### config.mk
export PLATFORM = sky130hd
export DESIGN_NAME = uart_rx
export DESIGN_NICKNAME = d
export VERILOG_FILES = /design/src/rtl/uart_rx.sv
export SDC_FILE = /design/constraint.sdc
export NUM_CORES = 1
export LEC_CHECK = 0
export ABC_AREA = 0
export BUFFER_PORTS_ARGS = -buffer_cell sky130_fd_sc_hd__buf_2
export CAP_MARGIN = 25
export CORE_UTILIZATION = 30
export CTS_BUF_LIST = sky130_fd_sc_hd__clkbuf_16
export CTS_CLUSTER_SIZE = 8
export DETAILED_ROUTE_END_ITERATION = 12
export SLEW_MARGIN = 10
export SYNTH_ARGS = -nofsm -noshare
export SYNTH_HDL_FRONTEND = slang
export SYNTH_SLANG_ARGS = --single-unit
### constraint.sdc
create_clock -name clk -period 2.1 [get_ports clk]
set_input_delay 0.105 -clock clk [delete_from_list [all_inputs] [get_ports clk]]
set_output_delay 0.105 -clock clk [all_outputs]
set_load 0.03 [all_outputs]
### src/rtl/uart_rx.sv
// UART receiver, 8N1, LSB first, AXIS or FIFO byte output.
// Define UART_RX_MAJORITY_VOTE_EN for 2-of-3 majority sampling.
module uart_rx #(
    parameter int    clk_frequency = 200000000,
    parameter int    baud_rate     = 115200,
    parameter string interface_sel = "axis"
) (
    input  logic       clk,
    input  logic       rst_n,
    input  logic       rx,
    output logic [7:0] rx_byte_data,
    output logic       rx_byte_valid,
    input  logic       rx_byte_ready,
    output logic [7:0] rx_fifo_din,
    output logic       rx_fifo_wen,
    input  logic       rx_fifo_full,
    output logic       rx_idle,
    output logic       rx_done,
    output logic       rx_frame_err,
    output logic       rx_overflow
);

    localparam int div_n  = clk_frequency / baud_rate;
    localparam int half_n = div_n / 2;
    localparam int cnt_w  = $clog2(div_n);
    localparam logic [cnt_w-1:0] div_last  = cnt_w'(div_n - 1);
    localparam logic [cnt_w-1:0] half_last = cnt_w'(half_n - 1);
    localparam bit is_fifo = (interface_sel == "fifo");

    typedef enum logic [1:0] {IDLE, START, DATA, STOP} state_t;

    state_t           state;
    logic [cnt_w-1:0] cnt;
    logic [2:0]       bit_idx;
    logic [7:0]       shift;
    logic [7:0]       data;
    logic             valid;
    logic             wen;
    logic             rx_meta;
    logic             rx_s;
    logic             rx_d;
    logic             sample;

`ifdef UART_RX_MAJORITY_VOTE_EN
    // rx_d, rx_s and rx_meta are rx_s at the nominal cycle -1, 0 and +1
    assign sample = (rx_d & rx_s) | (rx_d & rx_meta) | (rx_s & rx_meta);
`else
    assign sample = rx_s;
`endif

    assign rx_byte_data  = data;
    assign rx_fifo_din   = data;
    assign rx_byte_valid = valid;
    assign rx_fifo_wen   = wen;
    assign rx_idle       = (state == IDLE) && rx_s;

    always_ff @(posedge clk) begin
        if (!rst_n) begin
            state        <= IDLE;
            cnt          <= '0;
            bit_idx      <= '0;
            shift        <= '0;
            data         <= '0;
            valid        <= 1'b0;
            wen          <= 1'b0;
            rx_done      <= 1'b0;
            rx_frame_err <= 1'b0;
            rx_overflow  <= 1'b0;
            rx_meta      <= 1'b1;
            rx_s         <= 1'b1;
            rx_d         <= 1'b1;
        end else begin
            rx_meta      <= rx;
            rx_s         <= rx_meta;
            rx_d         <= rx_s;
            wen          <= 1'b0;
            rx_done      <= 1'b0;
            rx_frame_err <= 1'b0;
            rx_overflow  <= 1'b0;
            if (valid && rx_byte_ready)
                valid <= 1'b0;
            unique case (state)
                IDLE: begin
                    if (rx_d && !rx_s) begin
                        cnt   <= '0;
                        state <= START;
                    end
                end
                START: begin
                    if (cnt == half_last) begin
                        cnt     <= '0;
                        bit_idx <= '0;
                        state   <= sample ? IDLE : DATA;
                    end else begin
                        cnt <= cnt + cnt_w'(1);
                    end
                end
                DATA: begin
                    if (cnt == div_last) begin
                        cnt     <= '0;
                        shift   <= {sample, shift[7:1]};
                        bit_idx <= bit_idx + 3'd1;
                        if (bit_idx == 3'd7)
                            state <= STOP;
                    end else begin
                        cnt <= cnt + cnt_w'(1);
                    end
                end
                STOP: begin
                    if (cnt == div_last) begin
                        cnt   <= '0;
                        state <= IDLE;
                        if (!sample) begin
                            rx_frame_err <= 1'b1;
                        end else if (is_fifo) begin
                            if (rx_fifo_full) begin
                                rx_overflow <= 1'b1;
                            end else begin
                                data    <= shift;
                                wen     <= 1'b1;
                                rx_done <= 1'b1;
                            end
                        end else if (valid && !rx_byte_ready) begin
                            // keep the unconsumed byte, drop the new one
                            rx_overflow <= 1'b1;
                        end else begin
                            data    <= shift;
                            valid   <= 1'b1;
                            rx_done <= 1'b1;
                        end
                    end else begin
                        cnt <= cnt + cnt_w'(1);
                    end
                end
                default: state <= IDLE;
            endcase
        end
    end

endmodule

; After elaboration in Yosys (flattened, before gate mapping)
; Index checks and enable logic that the tools add are counted.
[classes]
n_addsub = 2
eq_ne = 11
n_mux = 22
n_bitwise = 1
reduce_logical = 15
[op_table]
columns = cell, count
row1 = 11-bit two-way mux, 3
row2 = 11-bit case mux with 3 select lines, 1
row3 = 2-bit two-way mux, 6
row4 = 11-bit by 1-bit adder with 11-bit output (second input constant), 1
row5 = 11-bit by 10-bit equality test with 1-bit output (second input constant), 1
row6 = 11-bit equality test (second input constant), 1
row7 = 1-bit two-way mux, 8
row8 = 2-bit != test (second input constant), 4
row9 = 2-bit case mux with 4 select lines, 1
row10 = 4-bit AND reduction, 2
row11 = 3-bit two-way mux, 2
row12 = 3-bit case mux with 2 select lines, 1
row13 = 3-bit AND reduction, 2
row14 = 5-bit AND reduction, 1
row15 = 2-bit equality test (second input constant), 2
row16 = 1-bit logical AND, 4
row17 = 3-bit by 1-bit adder with 3-bit output (second input constant), 1
row18 = 3-bit equality test (second input constant), 1
row19 = 2-bit by 1-bit equality test with 1-bit output (second input constant), 1
row20 = 1-bit zero test, 2
row21 = 2-bit zero test, 1
row22 = 2-bit by 1-bit != test with 1-bit output (second input constant), 1
row23 = 2-bit AND reduction, 1
row24 = 2-bit nonzero test, 1
row25 = other kinds (2), 2
[totals]
register_bits = 39
inputBits = 5
out_inout_bits = 22
wordCells = 63

; Depth between registers and ports, before layout
; Gate-level depths: netlist (run 1).
[depth]
depth_word = 6
depth_mapped = 7
depth_no_buf = 6

; Worst setup path before layout (run 1)
; Ideal clock, no wire load.
[synth_path]
path_type = register to register
startpoint = reg cnt[0]
endpoint = reg shift[0]
setup_ps = 128
arrival_time_ps = 1752
required_time_ps = 1972
setup_slack_ps = 220
stages_incl_launch_ff = 8
path_buffers = 1
synth_period_minus_slack_ps = 1880
cell_sequence = dfxtp_1 -> ha_1 -> or3b_4 -> nor4_4 -> and2_4 -> buf_12 -> mux2i_1 -> nor2_1
[synth_via]
elab_chain_len = 2
[synth_lines]
columns = element, line
row1 = "start, declared", 33  ; logic [cnt_w-1:0] cnt;
row2 = "start signal, assigned", 95  ; cnt <= cnt + cnt_w'(1);
row3 = "start signal, assigned", 106  ; cnt <= cnt + cnt_w'(1);
row4 = "start signal, assigned", 132  ; cnt <= cnt + cnt_w'(1);
row5 = 11-bit equality test, 99  ; if (cnt == div_last) begin
row6 = 2-bit AND reduction (no source line), n/a
row7 = "end signal, assigned", 101  ; shift <= {sample, shift[7:1]};
row8 = "end, declared", 35  ; logic [7:0] shift;
; Every way passes these cells.
; A chain may end at the register's enable or synchronous reset.

; Final worst setup path (run 1)
[layout_path]
startpoint = reg cnt[1]
endpoint = reg shift[5]
; Same word-level chain as after synthesis.

==> impl_metrics.json, run 1 <==
{
  "outcome": "finished, final reports clean",
  "pwr-share-comb_pct": 4.5,
  "p_sw_share_pct": 22.37,
  "final_nets": 231,
  "critPathLaunch": "cnt[1]$_SDFFE_PN0P_",
  "gp_congestion": 0.7931,
  "power_frac_seq_pct": 48.8,
  "grt_pass1_wl_um": 5720,
  "setup_viol": 0,
  "fin_setup_tns_ns": 0,
  "max_cap_violations": 0,
  "whs_endpoint": "rx_s$_SDFF_PN1_",
  "antenna_cells": 0,
  "track_usage_pct": 12.08,
  "place_inst": 287,
  "clkPwrFrac_pct": 46.8,
  "syn_nets": 209,
  "fin_cells": 296,
  "holdPathStages": 2,
  "cp_max_fo": 10,
  "reg2regPathDepth": 6,
  "reg2reg_slack_ns": 0.14,
  "endpoint_kind": "flop",
  "dp_hpwl_um": 2303,
  "wl_um": 3306,
  "synth-edff-count": 0,
  "post-synth-top-count-cell": "dfxtp_1",
  "ys_async_sr_fraction_pct": 0,
  "firstDrtPassIters": 4,
  "cts_root_buf": "clkbuf_16",
  "clockBufferDepth": 2,
  "wl_per_cell_um": 11.17,
  "gr-total-overflow": 0,
  "rsz0062_at_grt": "no",
  "final.min_clock_period_ns": 1.958,
  "initial_utilization_pct": 31.84,
  "syn_avg_cell_area_um2": 8.883,
  "hold_viol_final": 0,
  "period_share_pct": 93.23,
  "cts_tree": "built",
  "synth.area.top_cells": "dfxtp_1 44%, mux2i_1 9.5%, nor2_1 5.9%",
  "fmax_mhz": 510.8,
  "irDropWorstVdd_v": 0.0003048,
  "die_area_mm2": 0.006264,
  "cp.arrival_ns": 2.13,
  "cts_sinks": 39,
  "tightest_slew_ns": 0.5912,
  "synth_top_area_cell": "dfxtp_1",
  "p_switching_mw": 0.3473,
  "crit_path_start_kind": "flop",
  "viasPerCell": 4.652,
  "synth_warnings": 0,
  "core_area_mm2": 0.005608,
  "area_delta_synth_final_pct": 15.56,
  "cts-buffers-inserted": 5,
  "port_buffers": 24,
  "num_vias": 1377,
  "fp.dieW_um": 79.15,
  "synth_cell_types": 42,
  "ant_nets": 0,
  "grt_pass1_vias": 1227,
  "clock_latency_ns": 0.28,
  "timing.rr.end": "shift[5]$_SDFFE_PN0P_",
  "antenna_found_initial": 0,
  "fin_hold_ws_ns": 0.1170,
  "min_path_type": "primary input to flop",
  "synth_top_area_share_pct": 43.73,
  "cp_data_required_time_ns": 2.27,
  "p_leak_nw": 0.8742,
  "hp-start": "rst_n",
  "die_height_um": 79.15,
  "grt_max_degree": 23,
  "io_pins": 27,
  "syn_area_mm2": 0.001785,
  "internal_power_mw": 1.205,
  "ys_ff_latch": 39,
  "slew_viol_final": 0,
  "drc_errors": 0,
  "powerDensity_mw_per_mm2": 752.3,
  "netlist_instances": 201,
  "max-slew-margin-rel_pct": 60.35,
  "power.total_mw": 1.552,
  "drive_above_1_share_pct": 20.09,
  "seq_area_frac_synth_pct": 43.73,
  "num_rows": 27,
  "htreeDepth": 2,
  "worstSetupPathType": "flop to flop",
  "netlist_top_cells_count": "39 x dfxtp_1, 28 x nor2_1, 25 x nand2_1",
  "synth_ff_type": "dfxtp_1",
  "fin_skew_ns": 0.004609,
  "worstReg2RegStart": "cnt[1]$_SDFFE_PN0P_",
  "drtIter0Drc": 111,
  "cts.clk_slew.worst_paths_ns": 0.06
}
-- timing repair --
action / CTS / global route
hold buffers: 1 / 0
gates resized for setup: 0 / 1
endpoints found under the hold margin: 1 / 0
setup endpoints to repair: 0 / 2
setup buffers: 0 / 0
-- cells by family (layout without fill, tap and decap cells) --
family                     after synthesis  in the layout  synth area share, %
buffers and inverters                   20             43                8.198
adders and majority gates                3              3                2.103
xor gates and xnor gates                 2              2               0.9813
muxes                                   17             17                9.530
other                                    1              1               0.2100
DFF                                     39             39                43.73
AOI/OAI and AO/OA                       28             28                9.391
and+or+nand+nor                         91             91                25.86
-- power groups by stage --
stage               Combinational, mW  Sequential, mW  Clock (mW)
CTS                            0.0696           0.757       0.745
global route                   0.0781           0.758       0.784
global placement               0.0676           0.773           0
detailed placement             0.0680           0.773           0
finish                         0.0692           0.757       0.726
floorplan                      0.0533           0.768           0
-- worst max path at each step --
stage / endpoint / slack, ns / depth (start not counted)
CTS: shift[5]$_SDFFE_PN0P_ / 0.12 / 6
floorplan: shift[0]$_SDFFE_PN0P_ / 0.22 / 7
finish: shift[5]$_SDFFE_PN0P_ / 0.14 / 6
global placement: shift[5]$_SDFFE_PN0P_ / 0.16 / 6
detailed placement: shift[5]$_SDFFE_PN0P_ / 0.13 / 6
global route: rx_byte_data[4]$_SDFFE_PN0P_ / 0.02 / 7
-- state kept, by name, indices dropped and copies added, names as in the netlist, named ones only --
signal	cells
bit_idx	3
cnt	11
rx_byte_data	8
rx_byte_valid	1
rx_d	1
rx_done	1
rx_frame_err	1
rx_meta	1
rx_overflow	1
rx_s	1
shift	8
state	1
-- area by class of cell --
type                            instances  area [um^2]
Tap cell                               72        90.09
Clock inverter                          3        16.27
Sequential cell                        39        780.7
Inverter                                4        15.01
Multi-Input combinational cell        142        860.8
Fill cell                             595         3545
Clock buffer                            5        125.1
Timing Repair Buffer                   31        175.2
-- metrics by stage --
| stage | instance area, um^2 | worst slack (ns) | utilization, % |
|---|---|---|---|
| 6_report | 2063 | 0.1423 | 36.79 |
| 3_3_place_gp | 1909 | 0.1583 | 34.05 |
| 5_1_grt | 2063 | 0.01602 | 36.79 |
| 3_5_place_dp | 1909 | 0.1337 | 34.05 |
| 2_1_floorplan | 1785 | 0.2202 | - |
| 4_1_cts | 2061 | 0.1180 | 36.75 |
-- worst max-delay path: stages (launching register included) --
cell	delay, ns
dfxtp_1	0.36
ha_2	0.21
or3b_4	0.42
nor4_4	0.28
and2_4	0.30
mux2i_1	0.21
nor2_1	0.05
-- layout by cell type (no fill, tap or decap), types with 2 or more instances in the layout --
cell       count
a21oi_1        6
a31oi_1        4
buf_2         24
buf_4          6
clkbuf_16      5
dfxtp_1       39
ha_1           2
inv_1          5
mux2i_1       17
nand2_1       25
nand2b_1       5
nand3_1        8
nand4bb_1      2
nor2_1        28
nor2b_1        2
nor3_1         6
nor4_1         2
o21ai_0       11
or2_2          2
or3_1          2
-- per-layer routing --
layer / up-vias / global-route usage [%] / part of all wire [%]
met5: - / 0 / 0
met4: 0 / 8.364 / 2.7
met3: 5 / 4.138 / 5.0
met1: 615 / 15.44 / 50
li1: 727 / - / -
met2: 30 / 16.81 / 42
Power figures use the tool's default switching activity.
==> inputs of run 2 (changes only) <==
PLACE_DENSITY = 0.47   (was unset)
clock period = 2.25 ns   (was 2.1 ns; I/O delays follow)
==> run 2 against run 1 <==
Hold slack barely moved. Die area did not move. Design area rose by 1.3%. Combinational power barely moved. Critical path depth did not move. Via count rose by 1.4%. Core utilization rose by 0.49 points. Clock power rose by 13%. Maximum frequency fell by 4.4%. Total power rose by 2.7%. First-iteration DRC count fell by 53%.
==> impl_metrics.json, run 2 (same netlist as run 1, synthesis figures left out) <==
{
  "num_rows": 27,
  "min_path_type": "primary input to flop",
  "gr-total-overflow": 0,
  "htreeDepth": 2,
  "cts_tree": "built",
  "cts-buffers-inserted": 5,
  "largest_register_ffs": 11,
  "hold_viol_final": 0,
  "setup_viol": 0,
  "ant_nets": 0,
  "track_usage_pct": 12.93,
  "powerDensity_mw_per_mm2": 762.2,
  "tightest_slew_ns": 0.5867,
  "clock_latency_ns": 0.28,
  "area_delta_synth_final_pct": 17.10,
  "gp_congestion": 0.8354,
  "wl_per_cell_um": 12.10,
  "outcome": "finished, final reports clean",
  "fin_setup_tns_ns": 0,
  "clockBufferDepth": 2,
  "fillCellCount": 618,
  "cp_max_fo": 10,
  "routedLengthMet1_um": 1788,
  "endpoint_kind": "flop",
  "met3_length_um": 110,
  "final_nets": 231,
  "num_vias": 1396,
  "mostFrequentLayoutCells": "39 x dfxtp_1, 28 x nor2_1, 25 x nand2_1",
  "final_common_cell": "dfxtp_1",
  "crit_path_start_kind": "flop",
  "antenna_cells": 0,
  "drtIter0Drc": 52,
  "grt_pass1_vias": 1299,
  "antenna_found_initial": 0,
  "cts_hold_buf": 1,
  "cts_setup_buffers": 0,
  "final.min_clock_period_ns": 2.048,
  "period_share_pct": 91.02,
  "dp_hpwl_um": 2495,
  "die_area_mm2": 0.006264,
  "io_pins": 27,
  "initial_utilization_pct": 31.84,
  "wl_um": 3583,
  "p_leak_nw": 0.8862,
  "dpl_cell_area_mm2": 0.001909,
  "max_cap_violations": 0,
  "top_register": "cnt",
  "grt_max_degree": 15,
  "rsz0062_at_grt": "no",
  "worstSetupPathType": "flop to flop",
  "fmax_mhz": 488.3,
  "final_area_mm2": 0.002091,
  "grt_pass1_wl_um": 6127,
  "cts_sinks": 39,
  "firstDrtPassIters": 4,
  "port_buffers": 24,
  "fp.dieW_um": 79.15,
  "irDropWorstVdd_v": 0.0003553,
  "cp.arrival_ns": 2.21,
  "cts_resized": 0,
  "viasPerCell": 4.716,
  "die_height_um": 79.15,
  "top_layer": "met4",
  "cts.clk_slew.worst_paths_ns": 0.06,
  "core_area_mm2": 0.005608,
  "drc_errors": 0,
  "cts_root_buf": "clkbuf_16",
  "cp_data_required_time_ns": 2.41,
  "drive_above_1_share_pct": 20.09,
  "fin_skew_ns": 0.008822,
  "slew_viol_final": 0,
  "max-slew-margin-rel_pct": 60.65,
  "wl_met2_um": 1596
}
## run 2: changes by cell type in the layout (fill, tap and decap cells not counted), sizes merged
cell    previous run  this run
clkinv             1         0
bufinv             0         1
## run 2: layout make-up
type	instances	area [um^2]	share of cell area (%)
inverters	4	15.01	0.7181
clock buffers	5	125.1	5.984
multi-input cells	142	858.3	41.05
well taps	72	90.09	4.309
clock inverters	3	46.29	2.214
repair buffers	31	175.2	8.378
flip-flops and latches	39	780.7	37.34
## run 2: metrics by stage
stage / hold slack [ns] / power [mW] / util, % / worst slack (ns) / instances
floorplan: 0.2140 / 0.7663 / - / 0.3702 / 201
global placement: 0.2950 / 0.7873 / 34.05 / 0.2062 / 287
detailed placement: 0.2970 / 0.7869 / 34.05 / 0.2018 / 287
CTS: 0.1110 / 1.621 / 37.28 / 0.2010 / 296
global route: 0.1224 / 1.664 / 37.28 / 0.08986 / 296
finish: 0.1175 / 1.594 / 37.28 / 0.2021 / 296
## run 2: power breakdown
part / leakage, nW / switching [mW] / internal (mW)
Sequential: 0.315 / 0.00575 / 0.697
Combinational: 0.491 / 0.0455 / 0.0240
Clock: 0.0804 / 0.295 / 0.527
## run 2: critical path, stage by stage, from the launching register on
cell,delay (ns)
dfxtp_1,0.38
ha_1,0.24
or3b_4,0.44
nor4_4,0.30
and2_4,0.32
mux2i_1,0.21
nor2_1,0.05
## run 2: final timing paths
| path | start | to | slack (ns) | depth (start not counted) |
|---|---|---|---|---|
| setup / recovery | cnt[0]$_SDFFE_PN0P_ | shift[0]$_SDFFE_PN0P_ | 0.20 | 6 |
| hold / removal | rst_n | rx_s$_SDFF_PN1_ | 0.12 | 2 |
| setup reg to reg | cnt[0]$_SDFFE_PN0P_ | shift[0]$_SDFFE_PN0P_ | 0.20 | 6 |
| hold reg to reg | rx_meta$_SDFF_PN1_ | rx_s$_SDFF_PN1_ | 0.41 | 1 |
## run 2: metal layers
metal  GRT usage (%)  up-vias
li1                -      728
met1           16.07      643
met2           19.91       16
met3           3.448        9
met4           7.636        0
met5               0        -
==> inputs of run 3 (changes only) <==
GPL_TIMING_DRIVEN = 0   (was unset)
RECOVER_POWER = 100   (was unset)
==> run 3 against run 2 <==
Clock skew fell by 0.0047 ns. Critical endpoint is now shift[1]$_SDFFE_PN0P_. Non-clock buffer count rose by 9. Combinational power fell by 4.5%. Highest routed layer unchanged. Design area rose by 1.0%. Worst setup slack got worse by 0.059 ns. Global-route usage rose by 0.15 points. Hold slack got worse by 0.11 ns. Maximum frequency fell by 2.8%. Critical path depth rose by 1. Largest cell class unchanged. Clock power fell by 16%. Total power fell by 8.4%. Die area did not move.
==> impl_metrics.json, run 3 (same netlist as run 1, synthesis figures left out) <==
{
  "min_path_type": "primary input to flop",
  "io_pins": 27,
  "setup_viol": 0,
  "reg2reg_slack_ns": 0.14,
  "p_sw_share_pct": 22.80,
  "final.min_clock_period_ns": 2.107,
  "ant_nets": 0,
  "fin_skew_ns": 0.004074,
  "tightest_slew_ns": 0.8249,
  "pwr-share-comb_pct": 4.5,
  "irDropWorstVdd_v": 0.0002992,
  "outcome": "finished, final reports clean",
  "crit_path_start_kind": "flop",
  "area_delta_synth_final_pct": 18.29,
  "powerDensity_mw_per_mm2": 690.9,
  "grt_pass1_wl_um": 6237,
  "fp.dieW_um": 79.15,
  "num_vias": 1433,
  "largest_register_ffs": 11,
  "cts_hold_buf": 0,
  "endpoint_kind": "flop",
  "grt_pass1_vias": 1320,
  "wl_per_cell_um": 11.93,
  "num_rows": 27,
  "die_height_um": 79.15,
  "htreeDepth": 2,
  "worstReg2RegStart": "cnt[0]$_SDFFE_PN0P_",
  "antenna_found_initial": 0,
  "die_area_mm2": 0.006264,
  "fin_cells": 305,
  "cp_data_required_time_ns": 2.41,
  "initial_utilization_pct": 31.84,
  "power_frac_seq_pct": 48.2,
  "clock_latency_ns": 0.28,
  "critPathLaunch": "cnt[0]$_SDFFE_PN0P_",
  "p_leak_nw": 0.8274,
  "setup_slack_ns": 0.1431,
  "max_cap_violations": 0,
  "grt_max_degree": 14,
  "gp_congestion": 0.8304,
  "top_register": "cnt",
  "antenna_cells": 0,
  "hold_viol_final": 0,
  "dp_slack_ns": 0.1592,
  "drive_above_1_share_pct": 12.45,
  "cts_resized": 0,
  "fmax_mhz": 474.6,
  "drtIter0Drc": 59,
  "fin_hold_ws_ns": 0.006159,
  "final_common_cell": "dfxtp_1",
  "cts_tree": "built",
  "timing.rr.end": "shift[1]$_SDFFE_PN0P_",
  "wl_um": 3640,
  "clkPwrFrac_pct": 47.3,
  "viasPerCell": 4.698,
  "cts_root_buf": "clkbuf_16",
  "clockBufferDepth": 2,
  "period_share_pct": 93.64,
  "p_switching_mw": 0.3327,
  "place_inst": 297,
  "cp.arrival_ns": 2.27,
  "cts_setup_buffers": 0,
  "cts.clk_slew.worst_paths_ns": 0.06,
  "cp_max_fo": 10,
  "cts_sinks": 39,
  "track_usage_pct": 13.08,
  "max-slew-margin-rel_pct": 44.55,
  "fillCellCount": 620,
  "gr-total-overflow": 0,
  "rsz0062_at_grt": "no",
  "cts-buffers-inserted": 5,
  "core_area_mm2": 0.005608,
  "slew_viol_final": 0,
  "internal_power_mw": 1.126,
  "mostFrequentLayoutCells": "39 x dfxtp_1, 28 x nor2_1, 25 x nand2_1",
  "worstSetupPathType": "flop to flop",
  "port_buffers": 24,
  "drc_errors": 0,
  "dp_hpwl_um": 2571,
  "reg2regPathDepth": 7,
  "firstDrtPassIters": 4,
  "fin_setup_tns_ns": 0,
  "critPathCapture": "shift[1]$_SDFFE_PN0P_",
  "final_nets": 240
}
==> run 3: how the worst min path moves through the flow <==
stage | start | to | slack (ns) | cells past startpoint
6_report | rx | rx_meta$_SDFF_PN1_ | 0.006 | 2
5_1_grt | rx | rx_meta$_SDFF_PN1_ | 0.03 | 2
4_1_cts | rx | rx_meta$_SDFF_PN1_ | 0.0004 | 2
3_5_place_dp | rx | rx_meta$_SDFF_PN1_ | 0.30 | 2
3_3_place_gp | rx | rx_meta$_SDFF_PN1_ | 0.29 | 2
2_1_floorplan | rx | rx_meta$_SDFF_PN1_ | 0.21 | 1
==> run 3: through the flow <==
stage	utilization [%]	instance area [um^2]	total power [mW]
3_5_place_dp	35.59	1996	0.7864
3_3_place_gp	35.59	1996	0.7870
5_1_grt	37.66	2112	1.529
4_1_cts	38.17	2141	1.486
2_1_floorplan	-	1785	0.7663
6_report	37.66	2112	1.459
==> run 3: final cells by class <==
cell class | count | area (um^2) | share of cell area (%)
Multi-Input combinational cell | 142 | 858.3 | 40.64
Sequential cell | 39 | 780.7 | 36.97
Buffer | 16 | 128.9 | 6.102
Clock buffer | 5 | 125.1 | 5.924
Timing Repair Buffer | 24 | 93.84 | 4.443
Tap cell | 72 | 90.09 | 4.265
Clock inverter | 3 | 20.02 | 0.9479
Inverter | 4 | 15.01 | 0.7109
==> run 3: metal layers <==
layer / part of all wire [%] / track usage [%] / vias up
met1: 52 / 16.71 / 655
met3: 2.8 / 3.448 / 7
met2: 43 / 20.17 / 22
li1: - / - / 749
met4: 2.0 / 6.545 / 0
met5: 0 / 0 / -
==> run 3: power groups by stage <==
stage	Clock (mW)	Combinational [mW]	Sequential [mW]
CTS	0.715	0.0681	0.703
global route	0.751	0.0743	0.704
finish	0.690	0.0664	0.703
floorplan	0	0.0497	0.717
detailed placement	0	0.0682	0.718
global placement	0	0.0692	0.718
==> run 3: critical path, cell delays in order (launching register included) <==
cell     delay [ns]
dfxtp_1        0.39
ha_1           0.24
or3b_4         0.44
nor4_4         0.32
and2_4         0.22
buf_12         0.13
mux2i_1        0.19
nor2_1         0.05
